File: src/rtl/aes_subbytes_engine_if.sv
// Bundle for the AddRoundKey+SubBytes engine: input word/key, S-box lookup port, result port.
// master = surrounding system (producer, S-box memory, consumer); slave = the engine.
interface aes_subbytes_engine_if #(
  parameter int LANES = 4
);
  logic                 in_valid;
  logic                 in_ready;
  logic [127:0]         in_word;
  logic [127:0]         in_key;
  logic                 sbox_req;
  logic [8*LANES-1:0]   sbox_addr;
  logic                 sbox_ack;
  logic [8*LANES-1:0]   sbox_data;
  logic                 out_valid;
  logic                 out_ready;
  logic [127:0]         out_cipher;
  logic                 out_err;

  modport master (
    output in_valid, in_word, in_key, sbox_ack, sbox_data, out_ready,
    input  in_ready, sbox_req, sbox_addr, out_valid, out_cipher, out_err
  );

  modport slave (
    input  in_valid, in_word, in_key, sbox_ack, sbox_data, out_ready,
    output in_ready, sbox_req, sbox_addr, out_valid, out_cipher, out_err
  );
endinterface

File: src/rtl/aes_subbytes_engine.sv
// AES AddRoundKey + SubBytes engine; bytes go through an external S-box LANES at a time.
// Define AES_SHIFTROWS_EN to present the ShiftRows permutation of the state on out_cipher.
module aes_subbytes_engine #(
  parameter int LANES   = 4,
  parameter int TIMEOUT = 64
) (
  input logic                 clk,
  input logic                 rst,
  aes_subbytes_engine_if.slave bus
);
  localparam int         BEATS = 16 / LANES;
  localparam logic [3:0] LAST  = 4'(BEATS - 1);
  localparam logic [7:0] TMAX  = 8'(TIMEOUT - 1);

  typedef enum logic [1:0] {IDLE, REQ, DONE} state_t;

  state_t             state, nxt;
  logic [127:0]       st, cipher;
  logic [3:0]         beat;
  logic [7:0]         timer;
  logic [8*LANES-1:0] addr;
  logic               err, rdy, req, vld;

  // Gather the LANES state bytes of beat b; lane j = byte b*LANES+j.
  function automatic logic [8*LANES-1:0] lanes_at(input logic [127:0] w, input logic [3:0] b);
    logic [8*LANES-1:0] r;
    r = '0;
    for (int j = 0; j < LANES; j++) r[8*j +: 8] = w[8*(15 - (int'(b)*LANES + j)) +: 8];
    return r;
  endfunction

  always_ff @(posedge clk) begin
    if (rst) state <= IDLE;
    else     state <= nxt;
  end

  always_comb begin
    nxt = state;
    rdy = 1'b0;
    req = 1'b0;
    vld = 1'b0;
    case (state)
      IDLE: begin
        rdy = 1'b1;
        if (bus.in_valid) nxt = REQ;
      end
      REQ: begin
        req = 1'b1;
        if (bus.sbox_ack) begin
          if (beat == LAST) nxt = DONE;
        end else if (timer == TMAX) begin
          nxt = DONE;
        end
      end
      DONE: begin
        vld = 1'b1;
        if (bus.out_ready) nxt = IDLE;
      end
      default: nxt = IDLE;
    endcase
  end

  always_ff @(posedge clk) begin
    if (rst) begin
      st    <= '0;
      beat  <= '0;
      timer <= '0;
      addr  <= '0;
      err   <= 1'b0;
    end else begin
      case (state)
        IDLE: if (bus.in_valid) begin
          st    <= bus.in_word ^ bus.in_key;
          beat  <= '0;
          timer <= '0;
          addr  <= lanes_at(bus.in_word ^ bus.in_key, 4'd0);
          err   <= 1'b0;
        end
        REQ: begin
          if (bus.sbox_ack) begin
            for (int j = 0; j < LANES; j++)
              st[8*(15 - (int'(beat)*LANES + j)) +: 8] <= bus.sbox_data[8*j +: 8];
            timer <= '0;
            if (beat == LAST) begin
              addr <= '0;
            end else begin
              // Next beat's bytes are untouched by this write, so the old st is correct.
              beat <= beat + 4'd1;
              addr <= lanes_at(st, beat + 4'd1);
            end
          end else if (timer == TMAX) begin
            err   <= 1'b1;
            timer <= '0;
            addr  <= '0;
          end else begin
            timer <= timer + 8'd1;
          end
        end
        DONE: if (bus.out_ready) err <= 1'b0;
        default: ;
      endcase
    end
  end

`ifdef AES_SHIFTROWS_EN
  // Row r rotates left by r columns: out(r,c) = st(r,(c+r) mod 4).
  always_comb begin
    cipher = '0;
    for (int r = 0; r < 4; r++)
      for (int c = 0; c < 4; c++)
        cipher[8*(15 - (r + 4*c)) +: 8] = st[8*(15 - (r + 4*((c + r) % 4))) +: 8];
  end
`else
  assign cipher = st;
`endif

  assign bus.in_ready   = rdy;
  assign bus.sbox_req   = req;
  assign bus.sbox_addr  = addr;
  assign bus.out_valid  = vld;
  assign bus.out_cipher = cipher;
  assign bus.out_err    = err;
endmodule

File: src/flat_wrapper.sv
// flat-port wrapper written by rule: the top's interface ports become plain ports
module aes_subbytes_engine_flat 
#(
  parameter int LANES   = 4,
  parameter int TIMEOUT = 64
)
  (clk, rst, bus_in_valid, bus_in_word, bus_in_key, bus_sbox_ack, bus_sbox_data, bus_out_ready, bus_in_ready, bus_sbox_req, bus_sbox_addr, bus_out_valid, bus_out_cipher, bus_out_err);
  aes_subbytes_engine_if #(.LANES(LANES)) bus_i ();
  input logic clk;
  input logic rst;
  input wire logic [$bits(bus_i.in_valid)-1:0] bus_in_valid;
  input wire logic [$bits(bus_i.in_word)-1:0] bus_in_word;
  input wire logic [$bits(bus_i.in_key)-1:0] bus_in_key;
  input wire logic [$bits(bus_i.sbox_ack)-1:0] bus_sbox_ack;
  input wire logic [$bits(bus_i.sbox_data)-1:0] bus_sbox_data;
  input wire logic [$bits(bus_i.out_ready)-1:0] bus_out_ready;
  output wire logic [$bits(bus_i.in_ready)-1:0] bus_in_ready;
  output wire logic [$bits(bus_i.sbox_req)-1:0] bus_sbox_req;
  output wire logic [$bits(bus_i.sbox_addr)-1:0] bus_sbox_addr;
  output wire logic [$bits(bus_i.out_valid)-1:0] bus_out_valid;
  output wire logic [$bits(bus_i.out_cipher)-1:0] bus_out_cipher;
  output wire logic [$bits(bus_i.out_err)-1:0] bus_out_err;
  assign bus_i.in_valid = bus_in_valid;
  assign bus_i.in_word = bus_in_word;
  assign bus_i.in_key = bus_in_key;
  assign bus_i.sbox_ack = bus_sbox_ack;
  assign bus_i.sbox_data = bus_sbox_data;
  assign bus_i.out_ready = bus_out_ready;
  assign bus_in_ready = bus_i.in_ready;
  assign bus_sbox_req = bus_i.sbox_req;
  assign bus_sbox_addr = bus_i.sbox_addr;
  assign bus_out_valid = bus_i.out_valid;
  assign bus_out_cipher = bus_i.out_cipher;
  assign bus_out_err = bus_i.out_err;
  aes_subbytes_engine #(.LANES(LANES), .TIMEOUT(TIMEOUT)) u_core (.clk(clk), .rst(rst), .bus(bus_i));
endmodule
File: config.mk
export PLATFORM = sky130hd
export DESIGN_NAME = aes_subbytes_engine_flat
export DESIGN_NICKNAME = d
export VERILOG_FILES = /design/src/rtl/aes_subbytes_engine_if.sv /design/src/rtl/aes_subbytes_engine.sv /design/src/flat_wrapper.sv
export SDC_FILE = /design/constraint.sdc
export NUM_CORES = 1
export LEC_CHECK = 0
export CAP_MARGIN = 20
export CELL_PAD_IN_SITES_DETAIL_PLACEMENT = 1
export CELL_PAD_IN_SITES_GLOBAL_PLACEMENT = 1
export CORE_MARGIN = 3
export CORE_UTILIZATION = 33
export CTS_BUF_LIST = sky130_fd_sc_hd__clkbuf_8
export DETAILED_ROUTE_END_ITERATION = 10
export PLACE_DENSITY_LB_ADDON = 0.1
export SLEW_MARGIN = 20
export SYNTH_ARGS = -nofsm -noshare
export SYNTH_HDL_FRONTEND = slang
export SYNTH_SLANG_ARGS = --single-unit
File: constraint.sdc
create_clock -name clk -period 8.6 [get_ports clk]
set_input_delay 2.15 -clock clk [delete_from_list [all_inputs] [get_ports clk]]
set_output_delay 2.15 -clock clk [all_outputs]
set_load 0.05 [all_outputs]
==> metrics.csv, run 1 <==
metric,value,unit
status,"complete, no violations",
synth-main-ff-cell,dfxtp_1,
nets,1842,
ys_ff_latch,175,
finalCritPeriodShare,0.613,
synth_top_area_frac,0.350,
dr.pass1.iters,5,
rsz0062_at_grt,false,
grt_pass1_vias,11000,
coreArea,29800,µm²
tightest_slew,1080,ps
ctsHoldBuffers,0,
path_max_fanout,61,
path_class,register to output pin,
hpwlAfterDp,33.0,mm
vias,10700,
post_cts_buffers,0,
die_area,32500,µm²
track_usage,0.264,
fp.dieH,180,µm
clock-skew-final,30.7,ps
synth_warnings,0,
grt_pass1_wl,67.2,mm
routed_wl,44.8,mm
start_kind,register,
finalHoldViolCount,0,
die_w,180,µm
max_slew_margin,0.278,
maxCapViolCount,0,
syn_inst,1150,
drive_above_1_share,0.0708,
synthTopCellsByCount,"dfxtp_1 (175), nor2_1 (163), xnor2_1 (90)",
grt_start_max_net_pins,97,
period_minus_slack,5280,ps
power_per_cell_area,170,nW/µm²
required,6450,ps
power_leakage,5.24,nW
clk_pin_slew_worst_paths,100,ps
numPortBuffers,456,
initial_utilization,0.336,
syn_area_per_cell,8.71,µm²
cts_resized,0,
synth.distinct_cells,58,
cts-root-buf,clkbuf_8,
areaGrowthSynthToFinish,51.7,%
ir_worst_vdd,0.0772,mV
ant_nets,0,
synth_area_leaders,"dfxtp_1 (35%), xnor2_1 (7.9%), mux4_2 (7.2%)",
numCtsBuffers,17,
synthesis.area,10000,µm²
rows,63,
cp.arrival,3130,ps
ios,457,
design_area,15200,µm²
drv_slew,0,
htree_levels,4,
tritoncts,done,
seq_area_frac_synth,0.350,
antenna_found_initial,1,
hold_path.class,register to register,
fmax,190,MHz
ys_async_sr_fraction,0,
setup_viol,0,
clock_latency,470,ps
viasPerCell,5.49,
place_congestion,0.868,
clock_sinks,175,
syn_nets,1451,
yosysMostFrequentCell,dfxtp_1,
end_kind,output pin,
post-route-drc-count,0,
drt-wirelength-per-cell,23.0,µm
cts_max_path_buffers,2,
grt_remaining_overflow,0,
first_iter_violations,628,
dpl-instance-area,14800,µm²
tns,0,ps
synth.largest_area_cell,dfxtp_1,
synth-edff-count,0,
fillerInstances,3385,
fin_util,0.510,
critical path, stage by stage, from the launching register on:
cell	delay [ps]
dfxtp_1	540
nand2b_2	190
buf_4	650
inv_4	460
clkdlybuf4s50_1	830
final cells by class:
| class | count | area, µm² | area share |
|---|---|---|---|
| clock inverters | 14 | 131 | 0.00864 |
| diodes | 1 | 2.50 | 0.000165 |
| inverters | 12 | 47.5 | 0.00313 |
| repair buffers | 470 | 4700 | 0.309 |
| flip-flops and latches | 175 | 3510 | 0.231 |
| well taps | 390 | 488 | 0.0321 |
| clock buffers | 18 | 248 | 0.0163 |
| multi-input cells | 865 | 6070 | 0.399 |
final timing paths:
kind / endpoint / slack (ps) / start / cells past startpoint
worst min-delay path: u_core.bus.out_cipher[72] / 490 / u_core.bus.out_cipher[72] / 2
worst min register to register: u_core.bus.out_cipher[72] / 490 / u_core.bus.out_cipher[72] / 2
worst max register to register: u_core.bus.sbox_addr[27] / 4460 / u_core.state[1] / 7
worst max-delay path: bus_sbox_req / 3320 / u_core.state[1] / 4
per-layer routing:
metal | track usage | wire (µm)
met5 | 0 | 0
met3 | 0.0640 | 2950
met1 | 0.318 | 17900
met2 | 0.468 | 22900
met4 | 0.0725 | 1060
cell families (layout without fill, tap and decap cells):
family / after synthesis / in the layout / synth area share
flip-flops: 175 / 175 / 0.350
other: 0 / 1 / 0
adder cells (fa/ha/maj): 8 / 8 / 0.00999
AO/OA/AOI/OAI: 315 / 315 / 0.218
multiplexers: 58 / 58 / 0.0981
XOR/XNOR: 138 / 138 / 0.121
buffers and inverters: 110 / 514 / 0.0512
AND/OR/NAND/NOR: 346 / 346 / 0.153
flip-flops by register name, summed over array words and instances (netlist names):
register / cells
u_core.bus.out_cipher: 128
u_core.bus.sbox_addr: 32
u_core.bus.out_err: 1
u_core.timer: 8
u_core.beat: 4
u_core.state: 2
through the flow:
stage	hold WS, ps	setup slack, ps	instances	power [mW]
after global placement	460	3670	1910	2.01
final	487	3320	1945	2.58
after global routing	510	3160	1945	2.70
after detailed placement	470	3570	1911	2.03
after CTS	487	3290	1943	2.59
after floorplan	496	4900	1150	1.57
where the power goes:
group | leakage (nW) | internal (mW) | switching [mW]
sequential | 1.44 | 0.889 | 0.0761
combinational | 3.61 | 0.419 | 0.626
clock | 0.191 | 0.219 | 0.350
layout by cell type (no fill, tap or decap), types with 8 or more instances in the layout:
master and n:
xor2_1 48, nand2_1 86, clkbuf_8 18, nand3_1 8, clkdlybuf4s50_1 455, a21oi_1 81, or3_1 9, o41ai_1 8
a22oi_1 34, dfxtp_1 174, o22ai_1 48, xnor2_1 90, nor3_1 50, a221oi_1 9, nor2_1 160, mux4_2 32
a2111oi_0 8, mux2i_1 25, a221oi_2 8, a211oi_1 89, o21ai_0 12, buf_4 12, inv_1 12
(Power assumes the default switching activity.)
==> run 2, diff against run 1 <==
CORE_UTILIZATION = 31   (was 33)
clock period = 5.35 ns   (was 8.6 ns; I/O delays follow)
==> metrics.csv, run 2 (same netlist as run 1, synthesis figures left out) <==
metric,value,unit,change
die_w,186,µm,+3.1%
place_congestion,0.863,,-0.65%
ctsHoldBuffers,0,,unchanged
antenna_found_initial,1,,unchanged
r2r_cells,10,,+3
start_kind,register,,
drt-wirelength-per-cell,23.2,µm,+0.66%
clock_sinks,175,,unchanged
drv_slew,0,,unchanged
hold_slack,480,ps,-7.14 ps
period_minus_slack,3860,ps,
hold_path.class,register to register,,
clock_latency,480,ps,about the same
power_per_cell_area,274,nW/µm²,+61%
cp_cell_sequence,inv_1 -> ha_1 -> nor2b_2 -> nand3_1 -> ha_1 -> and4bb_2 -> nand3_1 -> or4b_1 -> o21ai_4 -> a221oi_2,,
first_iter_violations,552,,-12%
post-route-drc-count,0,,unchanged
ir_worst_vdd,0.151,mV,+96%
routed_wl,45.4,mm,+1.3%
finalHoldViolCount,0,,unchanged
path_class,register to register,,
coreArea,31700,µm²,+6.4%
grt_pass1_wl,66.8,mm,-0.68%
grt_pass1_vias,11000,,+0.41%
end_kind,register,,
cp.arrival,4160,ps,+1030 ps
power_leakage,5.22,nW,-0.36%
ant_nets,0,,unchanged
maxCapViolCount,0,,unchanged
cts_max_path_buffers,2,,unchanged
clock-skew-final,20.7,ps,-9.95 ps
required,5650,ps,-800 ps
fp.dieH,186,µm,+3.1%
max_stage_delay,850,ps,+20 ps
tightest_slew,1110,ps,+30.6 ps
setup_viol,0,,unchanged
cts-root-buf,clkbuf_8,,
largest_reg_flops,128,,unchanged
final_cell_mix,"clkdlybuf4s50_1 (455), dfxtp_1 (174), nor2_1 (160)",,
clk_pin_slew_worst_paths,90,ps,about the same
grt_remaining_overflow,0,,unchanged
hold_path_depth,2,,unchanged
fmax,259,MHz,
rsz0062_at_grt,false,,
grt_start_max_net_pins,114,,+18%
finalCritPeriodShare,0.721,,
dr.pass1.iters,5,,unchanged
initial_utilization,0.316,,-0.0204
crit_buf_inv,1,,-2
numPortBuffers,456,,unchanged
path_max_fanout,13,,-79%
die_area,34500,µm²,+6.2%
track_usage,0.253,,-0.0102
cp.depth,10,,+6
crit_family,simple AND/OR/NAND/NOR gates,,
max_slew_margin,0.258,,-0.0204
post_cts_buffers,0,,unchanged
tritoncts,done,,
viasPerCell,5.39,,-1.9%
ios,457,,unchanged
nets,1844,,+0.11%
design_area,15200,µm²,about the same
areaGrowthSynthToFinish,51.7,%,about the same
drive_above_1_share,0.0721,,+0.00129
tns,0,ps,unchanged
cts_resized,0,,unchanged
status,"complete, no violations",,
rows,65,,+3.2%
hpwlAfterDp,33.6,mm,+1.6%
final_common_cell,clkdlybuf4s50_1,,
numCtsBuffers,17,,unchanged
vias,10500,,-1.3%
htree_levels,4,,unchanged
dpl-instance-area,14800,µm²,+0.26%
crit_slowest_cell,or4b_1,,
-- run 2: worst reg2reg max path: stages, from the launching register on --
cell and delay (ps):
dfxtp_1 440, inv_1 140, ha_1 360, nor2b_2 280
nand3_1 230, ha_1 410, and4bb_2 300, nand3_1 280
or4b_1 850, o21ai_4 280, a221oi_2 120
-- run 2: final cells by class --
cell class,instances,area (µm²)
Tap cell,402,503
Clock inverter,13,135
Multi-Input combinational cell,865,6070
Fill cell,3675,16500
Antenna cell,1,2.50
Timing Repair Buffer,472,4700
Sequential cell,175,3510
Inverter,12,47.5
Clock buffer,17,234
-- run 2: stage by stage --
stage	setup slack [ps]	power, mW	utilization	instances
final	1490	4.16	0.479	1957
after global routing	1240	4.35	0.479	1957
after CTS	1480	4.20	0.479	1956
after detailed placement	1430	3.26	0.467	1926
after global placement	1520	3.24	0.467	1926
after floorplan	2460	2.53	-	1150
-- run 2: path summary, 6_finish.rpt --
kind / slack [ps] / to / start
worst max-delay path: 1490 / u_core.bus.out_cipher[71] / u_core.beat[2]
worst min-delay path: 480 / u_core.bus.out_cipher[93] / u_core.bus.out_cipher[93]
worst max register to register: 1490 / u_core.bus.out_cipher[71] / u_core.beat[2]
worst min register to register: 480 / u_core.bus.out_cipher[93] / u_core.bus.out_cipher[93]
-- run 2: routing by layer --
layer / up-vias / track usage / share of wire
li1: 4962 / - / -
met1: 5141 / 0.310 / 0.41
met5: - / 0 / 0
met2: 365 / 0.441 / 0.50
met4: 0 / 0.0897 / 0.030
met3: 71 / 0.0530 / 0.058
-- run 2: where the power goes --
group	internal (mW)	switching (mW)
Clock	0.373	0.553
Sequential	1.43	0.125
Combinational	0.671	1.01
Total	2.47	1.68
